[src/rtl/enoc_pkg.sv]
// Shared NoC types and mesh constants for the node interface and its queue.
package enoc_pkg;
  localparam int X_NODES_DEF = 4;
  localparam int Y_NODES_DEF = 4;
  localparam int NUM_NODES   = X_NODES_DEF * Y_NODES_DEF;
  localparam int DATA_W      = 32;
  localparam int ID_W        = 8;
  localparam int TS_W        = 16;

  typedef struct packed {
    logic [DATA_W-1:0] data;
    logic [ID_W-1:0]   source;
    logic [ID_W-1:0]   dest;
    logic [TS_W-1:0]   timestamp;
    logic              valid;
  } packet_t;
endpackage

[src/rtl/enoc_fifo.sv]
// Generic valid/enable FIFO; head is visible the cycle after it is written.
module enoc_fifo #(
  parameter int  DEPTH = 4,
  parameter type T     = logic [7:0]
) (
  input  logic clk,
  input  logic reset,
  input  T     in_data,
  input  logic in_val,
  output logic in_en,
  output T     out_data,
  output logic out_val,
  input  logic out_en,
  output logic full,
  output logic empty
);
  localparam int AW = $clog2(DEPTH);

  T           mem [DEPTH];
  logic [AW:0] wr_ptr, rd_ptr;
  logic       push, pop;

  // Extra pointer bit tells full from empty when the indices match.
  assign empty    = (wr_ptr == rd_ptr);
  assign full     = (wr_ptr[AW] != rd_ptr[AW]) && (wr_ptr[AW-1:0] == rd_ptr[AW-1:0]);
  assign in_en    = !full;
  assign out_val  = !empty;
  assign out_data = empty ? '0 : mem[rd_ptr[AW-1:0]];
  assign push     = in_val && !full;
  assign pop      = out_val && out_en;

  always_ff @(posedge clk or posedge reset) begin
    if (reset) begin
      wr_ptr <= '0;
      rd_ptr <= '0;
    end else begin
      if (push) wr_ptr <= wr_ptr + 1'b1;
      if (pop)  rd_ptr <= rd_ptr + 1'b1;
    end
  end

  always_ff @(posedge clk) begin
    if (push) mem[wr_ptr[AW-1:0]] <= in_data;
  end
endmodule

[src/rtl/enoc_node_interface.sv]
// Mesh node endpoint: timestamps and queues injected packets, gathers receive statistics.
module enoc_node_interface
  import enoc_pkg::*;
#(
  parameter int X_NODES    = X_NODES_DEF,
  parameter int Y_NODES    = Y_NODES_DEF,
  parameter int NODE_ID    = 0,
  parameter int FIFO_DEPTH = 4
) (
  input  logic        clk,
  input  logic        reset,
  input  packet_t     i_pkt,
  input  logic        i_pkt_val,
  output logic        o_pkt_en,
  output packet_t     o_data,
  output logic        o_data_val,
  input  logic        i_en,
  input  packet_t     i_rx_data,
  input  logic        i_rx_val,
  output logic        o_rx_en,
  output logic [31:0] o_rx_count,
  output logic [47:0] o_latency_sum,
  output logic [15:0] o_drop_count,
  output logic        o_misroute
);
  localparam logic [31:0] NODES = 32'(X_NODES * Y_NODES);
  localparam logic [31:0] MY_ID = 32'(NODE_ID);

  logic            rdy;
  logic [TS_W-1:0] tstamp;
  logic            fifo_in_en, fifo_full, fifo_empty;
  logic            accept, dest_ok, push, drop, rx_hs;
  logic [TS_W-1:0] rx_lat;
  packet_t         wpkt;

  // rdy holds both handshakes off until the first edge after reset release.
  assign o_pkt_en = rdy && fifo_in_en;
  assign o_rx_en  = rdy;
  assign dest_ok  = 32'(i_pkt.dest) < NODES;
  assign accept   = i_pkt_val && o_pkt_en;
  assign push     = accept && dest_ok;
  assign drop     = accept && !dest_ok;
  assign rx_hs    = i_rx_val && o_rx_en;
  assign rx_lat   = tstamp - i_rx_data.timestamp;

  always_comb begin
    wpkt           = i_pkt;
    wpkt.timestamp = tstamp;
  end

  enoc_fifo #(.DEPTH(FIFO_DEPTH), .T(packet_t)) u_inj_q (
    .clk      (clk),
    .reset    (reset),
    .in_data  (wpkt),
    .in_val   (push),
    .in_en    (fifo_in_en),
    .out_data (o_data),
    .out_val  (o_data_val),
    .out_en   (i_en),
    .full     (fifo_full),
    .empty    (fifo_empty)
  );

  always_ff @(posedge clk or posedge reset) begin
    if (reset) begin
      rdy           <= 1'b0;
      tstamp        <= '0;
      o_rx_count    <= '0;
      o_latency_sum <= '0;
      o_drop_count  <= '0;
      o_misroute    <= 1'b0;
    end else begin
      rdy    <= 1'b1;
      tstamp <= tstamp + 1'b1;
      if (drop && o_drop_count != 16'hFFFF) o_drop_count <= o_drop_count + 1'b1;
      if (rx_hs) begin
        if (o_rx_count != 32'hFFFF_FFFF) o_rx_count <= o_rx_count + 1'b1;
        o_latency_sum <= o_latency_sum + 48'(rx_lat);
        if (32'(i_rx_data.dest) != MY_ID) o_misroute <= 1'b1;
      end
    end
  end

  logic unused_ok;
  assign unused_ok = ^{fifo_full, fifo_empty, i_rx_data.data, i_rx_data.source, i_rx_data.valid};
endmodule

[config.mk]
export PLATFORM = sky130hd
export DESIGN_NAME = enoc_node_interface
export DESIGN_NICKNAME = d
export VERILOG_FILES = /design/src/rtl/enoc_pkg.sv /design/src/rtl/enoc_fifo.sv /design/src/rtl/enoc_node_interface.sv
export SDC_FILE = /design/constraint.sdc
export NUM_CORES = 1
export LEC_CHECK = 0
export CORE_ASPECT_RATIO = 1.1
export CORE_MARGIN = 2
export CORE_UTILIZATION = 30
export DETAILED_ROUTE_END_ITERATION = 10
export HOLD_SLACK_MARGIN = 0.02
export SYNTH_ARGS = -nofsm -noshare
export SYNTH_HDL_FRONTEND = slang
export SYNTH_HIERARCHICAL = 1
export SYNTH_SLANG_ARGS = --single-unit
export TNS_END_PERCENT = 30
[constraint.sdc]
create_clock -name clk -period 6.6 [get_ports clk]
set_input_delay 0.66 -clock clk [delete_from_list [all_inputs] [get_ports clk]]
set_output_delay 0.66 -clock clk [all_outputs]
set_load 0.05 [all_outputs]
==> results of run 1 <==
-- cell type report --
type,count,share of cell area
Sequential cell,380,0.504
Multi-Input combinational cell,666,0.264
Timing Repair Buffer,251,0.117
Clock buffer,58,0.0568
Tap cell,736,0.0429
Clock inverter,18,0.00810
Inverter,45,0.00798
Antenna cell,1,0.000117
-- final timing paths --
kind                                                      end  depth (start not counted)  slack [ns]                   start
worst max-delay path            o_latency_sum[39]$_DFFE_PP0P_                         18        1.78     tstamp[0]$_DFF_PP0_
worst max register to register  o_latency_sum[39]$_DFFE_PP0P_                         18        1.78     tstamp[0]$_DFF_PP0_
worst min-delay path                   o_misroute$_DFFE_PP0P_                          1        0.48  o_misroute$_DFFE_PP0P_
min in group asynchronous       u_inj_q/wr_ptr[2]$_DFFE_PP0P_                          2        0.51                   reset
worst min register to register         o_misroute$_DFFE_PP0P_                          1        0.48  o_misroute$_DFFE_PP0P_
max in group asynchronous        o_latency_sum[5]$_DFFE_PP0P_                          3        4.66                   reset
-- flip-flops by register name (all words and copies together) (netlist names) --
name / flops
o_drop_count: 16
o_latency_sum: 48
o_misroute: 1
o_rx_count: 32
o_rx_en: 1
tstamp: 16
u_inj_q/mem: 260
u_inj_q/rd_ptr: 3
u_inj_q/wr_ptr: 3
-- worst reg2reg max path: stages, from the launching register on --
cell and delay [ns]:
dfrtp_1 0.51, inv_1 0.11, ha_1 0.22, fa_1 0.40
nor2b_1 0.12, o21ai_0 0.10, a21boi_0 0.32, o31ai_1 0.15
a21oi_1 0.39, nor2_1 0.09, a211o_1 0.30, ha_1 0.34
nand2_1 0.06, o21ai_0 0.29, o31a_1 0.26, a221oi_4 0.12
nand2b_1 0.33, or3_4 0.45, xnor2_2 0.13
-- power breakdown --
group | internal, uW | leakage (uW) | switching [uW]
sequential | 2660 | 0.00393 | 194
clock | 1410 | 0.000681 | 935
combinational | 1380 | 0.00330 | 2420
-- routing by layer --
| layer | GRT usage | part of all wire | up-vias |
|---|---|---|---|
| met5 | 0 | 0.0021 | - |
| met4 | 0.0289 | 0.017 | 14 |
| met3 | 0.0538 | 0.089 | 56 |
| met2 | 0.225 | 0.48 | 245 |
| met1 | 0.163 | 0.41 | 5014 |
| li1 | - | - | 4694 |
-- stage by stage --
stage                     power [uW]  std cells
after floorplan                 5530       1120
after global placement          6740       2078
after detailed placement        6760       2078
after CTS                       9150       2154
after global routing            9440       2154
final                           9000       2155
==> impl_metrics.yaml, run 1 <==
status:
  outcome: "finished clean"
logic_synthesis:
  syn_nets: 1297
  synth_area_um2: 16800
  avgSynthCellArea_um2: 15.0
  syn_inst: 1120
  yosys_warnings: 6
sta:
  maxSlewViolCount: 0
  setup_tns_ns: 0
  setup_viol: 0
  relSlewSlack: 0.412
  fmax_ghz: 0.207
  worstMarginPinSlew_ns: 0.882
  hold_viol: 0
  rsz0062_at_grt: "false"
  hold_ws_ns: 0.477
  setup_slack_ns: 1.78
  fin_crit_ns: 4.82
  fin_skew_ns: 0.0100
  fin_crit_sh: 0.730
cts:
  cts_buffer_depth: 3
  ctsResizeCount: 0
  clkTransAtPathRegs_ns: 0.06
  cts_tree: "built"
  post_cts_buffers: 0
  worstSkewPairLatency_ns: 0.55
  cts.htree.levels: 2
  numCtsBuffers: 42
  cts_sinks: 380
  hold_buffers: 0
  cts_root_buffer: "clkbuf_16"
critical_path:
  critical_path_class: "register to register"
  cpMaxStageDelayCell: "dfrtp_1"
  arrival_ns: 5.25
  crit_fanout: 9
  cp_top_family: "compound AO/OA/AOI/OAI gates"
  worst_setup_path_end_kind: "register"
  path_cells: "inv_1, ha_1, fa_1, nor2b_1, o21ai_0, a21boi_0, o31ai_1, a21oi_1, nor2_1, a211o_1, ha_1, nand2_1, o21ai_0, o31a_1, a221oi_4, nand2b_1, or3_4, xnor2_2"
  max_stage_delay_ns: 0.51
  worstPathRequired_ns: 7.03
  cp.buffers_inverters: 1
  critPathLaunchType: "register"
cells_and_area:
  final_common_cell: "edfxtp_1"
  area_delta_synth_final_pct: 27.9
  fin_area_um2: 21500
  drive_gt1_frac: 0.113
  final_cell_mix: "260 x edfxtp_1, 242 x clkdlybuf4s50_1, 118 x dfrtp_1"
  final_util: 0.390
  multiInputGateArea_um2: 5660
  final_nets: 1563
  fill_cells: 5131
  seq_area_um2: 10800
placement:
  hpwlAfterDp_mm: 25.6
  place_area_um2: 20100
  numPortBuffers: 242
  gp_congestion: 0.772
  pre_cts_ws_ns: 1.21
die:
  rows: 90
  start_util: 0.305
  io_pins: 300
  fp.dieH_um: 252
  chipWidth_um: 230
  coreArea_um2: 55100
  dieArea_um2: 57900
routing:
  via_count: 10023
  wl_per_cell_um: 18.0
  vias_per_cell: 4.65
  drtIter0Drc: 478
  dr.pass1.iters: 4
  finalWirelength_mm: 38.7
  drc: 0
  drtAntennaViolNets: 0
power:
  leakage_uw: 0.00791
  p_per_area_nw_per_um2: 419
  ir_drop_mv: 0.225
global_route:
  grt_pass1_wl_mm: 60.5
  grt_max_degree: 63
  grt.total_usage: 0.134
  grt_overflow_total: 0
  grt_pass1_vias: 10556
  antenna_found_initial: 7
run:
  maxCapViolations: 0
hold_path:
  hold_path_class: "register to register"
No activity file was read; power rests on OpenSTA's default activity.
==> inputs of run 2 (changes only) <==
clock period = 4.14 ns   (was 6.6 ns; I/O delays follow)
==> run 2 against run 1 <==
Hold slack got worse by 0.20 ns. Register-to-register slack got worse by 1.6 ns. Sequential share of layout area decreased by 1.4 points. Sequential power increased by 59%. Critical path depth unchanged. Power increased by 63%. Fmax increased by 21%. Largest cell class unchanged. Highest routed layer unchanged.
==> impl_metrics.yaml, run 2 (same netlist as run 1, synthesis figures left out) <==
critical_path:
  worstPathRequired_ns: 4.56
  cp.buffers_inverters: 1
  cpMaxStageDelayCell: "or4_1"
  arrival_ns: 4.42
  cp_top_family: "simple AND/OR/NAND/NOR gates"
  max_stage_delay_ns: 0.46
  crit_fanout: 8
  worst_setup_path_end_kind: "register"
  critical_path_class: "register to register"
  critPathLaunchType: "register"
  path_cells: "inv_1, ha_1, fa_1, nor2b_1, o21ai_1, a21boi_2, o31ai_4, a21oi_2, or4_1, and4_1, ha_1, or2_2, o31a_1, o31a_1, a221oi_4, nand2b_4, nor3_1, xor2_1"
cells_and_area:
  area_delta_synth_final_pct: 31.5
  multiInputGateArea_um2: 5710
  drive_gt1_frac: 0.158
  final_cell_mix: "260 x edfxtp_1, 242 x clkdlybuf4s50_1, 118 x dfrtp_1"
  fin_cells: 2217
  final_common_cell: "edfxtp_1"
  fin_area_um2: 22100
  fill_cells: 5095
  seq_area_um2: 10800
  largest_reg_flops: 260
  final_nets: 1628
power:
  combPwrFrac: 0.435
  seqPwrFrac: 0.309
  ir_drop_mv: 0.364
  sw_frac_of_total: 0.393
  leakage_uw: 0.00826
  p_int_uw: 8930
  p_clk_frac: 0.256
  p_per_area_nw_per_um2: 666
  switchingPower_uw: 5770
cts:
  hold_buffers: 0
  numCtsBuffers: 42
  cts_buffer_depth: 3
  clkTransAtPathRegs_ns: 0.06
  worstSkewPairLatency_ns: 0.56
  cts_root_buffer: "clkbuf_16"
  cts.htree.levels: 2
  cts_tree: "built"
  cts_sinks: 380
sta:
  rsz0062_at_grt: "true"
  fin_skew_ns: 0.0186
  fin_crit_ns: 4.00
  fmax_ghz: 0.250
  fin_crit_sh: 0.966
  maxSlewViolCount: 0
  setup_slack_ns: 0.140
  worstMarginPinSlew_ns: 0.664
  setup_viol: 0
  hold_viol: 0
  relSlewSlack: 0.554
global_route:
  grt_overflow_total: 0
  grt.total_usage: 0.140
  grt_max_degree: 67
  antenna_found_initial: 6
  grt_pass1_vias: 10887
  grt_pass1_wl_mm: 62.9
die:
  start_util: 0.305
  io_pins: 300
  fp.dieH_um: 252
  dieArea_um2: 57900
  chipWidth_um: 230
  coreArea_um2: 55100
  rows: 90
placement:
  numPortBuffers: 242
  place_area_um2: 20600
  gp_congestion: 0.821
  pre_cts_ws_ns: -0.602
  hpwlAfterDp_mm: 26.9
  placedCellCount: 2141
routing:
  drtIter0Drc: 511
  via_count: 10340
  finalWirelength_mm: 40.1
  drc: 0
  drtAntennaViolNets: 0
  dr.pass1.iters: 5
  vias_per_cell: 4.66
  wl_per_cell_um: 18.1
run:
  maxCapViolations: 0
hold_path:
  hold_path_class: "input port to asynchronous set/reset pin"
status:
  outcome: "finished clean"
[run 2: cell count changes in the layout (fill, tap and decap cells not counted), sizes merged]
| cell | previous run | this run |
|---|---|---|
| buf | 9 | 74 |
| bufinv | 3 | 6 |
| clkbuf | 58 | 46 |
| clkinv | 10 | 17 |
| clkinvlp | 2 | 1 |
[run 2: area by class of cell]
class | instances | area share
Inverter | 45 | 0.00777
Antenna cell | 1 | 0.000113
Clock inverter | 27 | 0.0141
Multi-Input combinational cell | 666 | 0.259
Timing Repair Buffer | 316 | 0.138
Sequential cell | 380 | 0.490
Tap cell | 736 | 0.0417
Clock buffer | 46 | 0.0488
[run 2: final timing paths]
check                               startpoint                       endpoint  slack, ns  depth (start not counted)
min in group clk           tstamp[0]$_DFF_PP0_            tstamp[0]$_DFF_PP0_       0.45                          1
hold / removal                           reset  u_inj_q/wr_ptr[1]$_DFFE_PP0P_       0.28                          2
max in group asynchronous                reset   o_latency_sum[6]$_DFFE_PP0P_       2.97                          3
hold reg to reg            tstamp[0]$_DFF_PP0_            tstamp[0]$_DFF_PP0_       0.45                          1
setup reg to reg           tstamp[0]$_DFF_PP0_  o_latency_sum[47]$_DFFE_PP0P_       0.14                         18
setup / recovery           tstamp[0]$_DFF_PP0_  o_latency_sum[47]$_DFFE_PP0P_       0.14                         18
[run 2: routing by layer]
metal | wire (um) | global-route usage | part of all wire | vias to the layer above
met5 | 80 | 0 | 0.0020 | -
li1 | - | - | - | 4828
met3 | 2890 | 0.0473 | 0.072 | 64
met2 | 19500 | 0.237 | 0.49 | 254
met1 | 16900 | 0.171 | 0.42 | 5182
met4 | 745 | 0.0340 | 0.019 | 12
[run 2: timing repair]
item	in CTS	in global routing
buffers inserted	0	2
resized for setup	6	12
pin swaps	1	7
setup endpoints to repair	21	30
[run 2: through the flow]
stage	hold WS, ns	total power (uW)	TNS [ns]	utilization
final	0.275	14700	0	0.401
after global routing	0.290	15400	-0.349	0.401
after CTS	0.267	14900	0	0.400
after detailed placement	0.453	11100	-15.55	0.374
after global placement	0.441	11000	-14.32	0.374
after floorplan	0.205	8830	0	-
[run 2: worst register-to-register path: cells and delay by family, from the launching register on]
kind            cells  cell delay (ns)
simple gates        6             1.32
compound gates      7             1.28
fa+ha+maj           3             0.66
flops               1             0.38
xor+xnor            1             0.14
buf+inv             1             0.08
[run 2: power groups by stage]
stage / Clock, uW / Combinational [uW] / Sequential [uW]
after floorplan: 0 / 3850 / 4990
after global placement: 0 / 6420 / 4620
after detailed placement: 0 / 6440 / 4620
after CTS: 3920 / 6460 / 4550
after global routing: 4060 / 6790 / 4590
final: 3770 / 6400 / 4540
==> inputs of run 3 (changes only) <==
CAP_MARGIN = 20   (was unset)
CTS_BUF_LIST = sky130_fd_sc_hd__clkbuf_2 sky130_fd_sc_hd__clkbuf_4 sky130_fd_sc_hd__clkbuf_8   (was unset)
==> run 3 against run 2 <==
Final cell count is 2.1% higher. Non-clock buffer count stayed put. Utilization hardly changed. Clock power is 8.0% lower. Combinational power hardly changed. First-iteration DRC count is 2.3% higher. Critical endpoint unchanged. Largest cell class unchanged.
==> impl_metrics.yaml, run 3 (same netlist as run 1, synthesis figures left out) <==
critical_path:
  worstPathRequired_ns: 4.61
  cpMaxStageDelayCell: "or4_1"
  reg2regPathDepth: 18
  r2r-end: "o_latency_sum[47]$_DFFE_PP0P_"
  max_stage_delay_ns: 0.46
  cp_common_cell: "o31a_1"
  critical_path_class: "register to register"
  arrival_ns: 4.45
  crit_fanout: 8
  critPathLaunchType: "register"
  ff2ff_setup_slack_ns: 0.16
  path_cells: "inv_1, ha_2, fa_2, nor2b_1, o21ai_2, a21boi_2, o31ai_4, a21oi_2, or4_1, and4_1, ha_1, or2_2, o31a_1, o31a_1, a221oi_4, nand2b_4, nor3_1, xor2_1"
  worst_setup_path_end_kind: "register"
  r2r-start: "tstamp[0]$_DFF_PP0_"
sta:
  relSlewSlack: 0.558
  fmax_ghz: 0.252
  fin_skew_ns: 0.0287
  worstMarginPinSlew_ns: 0.658
  setup_viol: 0
  maxSlewViolCount: 0
  fin_crit_ns: 3.98
  rsz0062_at_grt: "true"
  hold_viol: 0
  fin_crit_sh: 0.960
global_route:
  top_usage_layer: "met2"
  grt_max_degree: 67
  grt.total_usage: 0.142
  grt_pass1_wl_mm: 63.8
  met3_usage: 0.0478
  use_met1: 0.172
  use_met2: 0.237
  antenna_found_initial: 6
  grt_overflow_total: 0
  grt_pass1_vias: 11247
placement:
  gp_congestion: 0.821
  hpwlAfterDp_mm: 26.9
  placedCellCount: 2141
  numPortBuffers: 242
cts:
  worstSkewPairLatency_ns: 0.62
  hold_buffers: 0
  numCtsBuffers: 67
  cts_sinks: 380
  cts_tree: "built"
  clkTransAtPathRegs_ns: 0.06
  cts.htree.levels: 3
  cts_buffer_depth: 3
  cts_root_buffer: "clkbuf_8"
routing:
  drtIter0Drc: 523
  finalWirelength_mm: 40.4
  via_count: 10487
  wl_per_cell_um: 17.8
  drtAntennaViolNets: 0
  dr.pass1.iters: 4
  drc: 0
  vias_per_cell: 4.63
die:
  coreArea_um2: 55100
  io_pins: 300
  fp.dieH_um: 252
  dieArea_um2: 57900
  start_util: 0.305
  rows: 90
  chipWidth_um: 230
cells_and_area:
  multiInputGateArea_um2: 5740
  final_common_cell: "edfxtp_1"
  final_nets: 1653
  fin_cells: 2263
  final_util: 0.400
  drive_gt1_frac: 0.185
  fill_cells: 5115
  final_cell_mix: "260 x edfxtp_1, 242 x clkdlybuf4s50_1, 118 x dfrtp_1"
  seq_area_um2: 10800
  largest_reg_flops: 260
  area_delta_synth_final_pct: 31.4
power:
  ir_drop_mv: 0.400
  p_int_uw: 8650
  combPwrFrac: 0.444
  leakage_uw: 0.00829
  sw_frac_of_total: 0.400
  switchingPower_uw: 5770
  p_per_area_nw_per_um2: 654
  seqPwrFrac: 0.315
  p_clk_frac: 0.241
run:
  maxCapViolations: 0
hold_path:
  hold_path_class: "input port to asynchronous set/reset pin"
status:
  outcome: "finished clean"
[run 3: changes by cell type in the layout (fill, tap and decap cells not counted), moves of 2 or more]
cell and delta:
clkinv_1 +5, clkinv_4 -3, clkbuf_4 +19, clkbuf_8 +75
clkbuf_1 -3, inv_6 -2, clkbuf_16 -42, clkinv_2 +2
bufinv_16 -4
[run 3: final cells by class]
cell class | count | area share
Clock inverter | 24 | 0.00721
Clock buffer | 95 | 0.0539
Timing Repair Buffer | 316 | 0.138
Tap cell | 736 | 0.0418
Antenna cell | 1 | 0.000113
Inverter | 45 | 0.00777
Sequential cell | 380 | 0.491
Multi-Input combinational cell | 666 | 0.260
[run 3: power by group through the flow]
stage,logic [uW],registers [uW],clock network [uW]
finish,6400,4540,3470
CTS,6460,4550,3630
detailed placement,6440,4620,0
global placement,6420,4620,0
global route,6790,4590,3800
floorplan,3850,4990,0
[run 3: layer usage]
layer,vias up,share of wire
li1,4882,-
met5,-,0.0020
met2,286,0.48
met4,12,0.023
met3,89,0.077
met1,5218,0.41
[run 3: timing repair]
| action | in CTS | in global routing |
|---|---|---|
| resized for setup | 6 | 17 |
| gates cloned | 0 | 0 |
| setup endpoints to repair | 21 | 30 |
| setup buffers | 0 | 2 |
| pin swaps | 1 | 5 |
[run 3: per-stage QoR]
step | hold slack, ns | setup TNS [ns] | instance area, um^2 | total power [uW] | setup slack, ns
2_1_floorplan | 0.205 | 0 | 16800 | 8830 | 0.0371
3_3_place_gp | 0.441 | -14.32 | 20600 | 11000 | -0.589
3_5_place_dp | 0.453 | -15.55 | 20600 | 11100 | -0.602
4_1_cts | 0.169 | 0 | 22000 | 14600 | 0.0241
5_1_grt | 0.209 | -0.0752 | 22000 | 15200 | -0.0398
6_report | 0.243 | 0 | 22100 | 14400 | 0.165
[run 3: worst max-delay path, delay by kind of cell (launching register included)]
kind	cells	cell delay [ns]
fa+ha+maj	3	0.68
flops	1	0.38
compound gates	7	1.24
buf+inv	1	0.09
simple gates	6	1.30
xor+xnor	1	0.14
[run 3: how the worst max path moves through the flow]
stage / start / to / slack, ns / cells past startpoint
4_1_cts: tstamp[0]$_DFF_PP0_ / o_latency_sum[47]$_DFFE_PP0P_ / 0.02 / 18
3_5_place_dp: i_rx_data[1] / o_latency_sum[39]$_DFFE_PP0P_ / -0.60 / 19
5_1_grt: tstamp[0]$_DFF_PP0_ / o_latency_sum[47]$_DFFE_PP0P_ / -0.04 / 18
3_3_place_gp: i_rx_data[3] / o_latency_sum[47]$_DFFE_PP0P_ / -0.59 / 18
6_report: tstamp[0]$_DFF_PP0_ / o_latency_sum[47]$_DFFE_PP0P_ / 0.16 / 18
2_1_floorplan: tstamp[0]$_DFF_PP0_ / o_latency_sum[41]$_DFFE_PP0P_ / 0.04 / 19
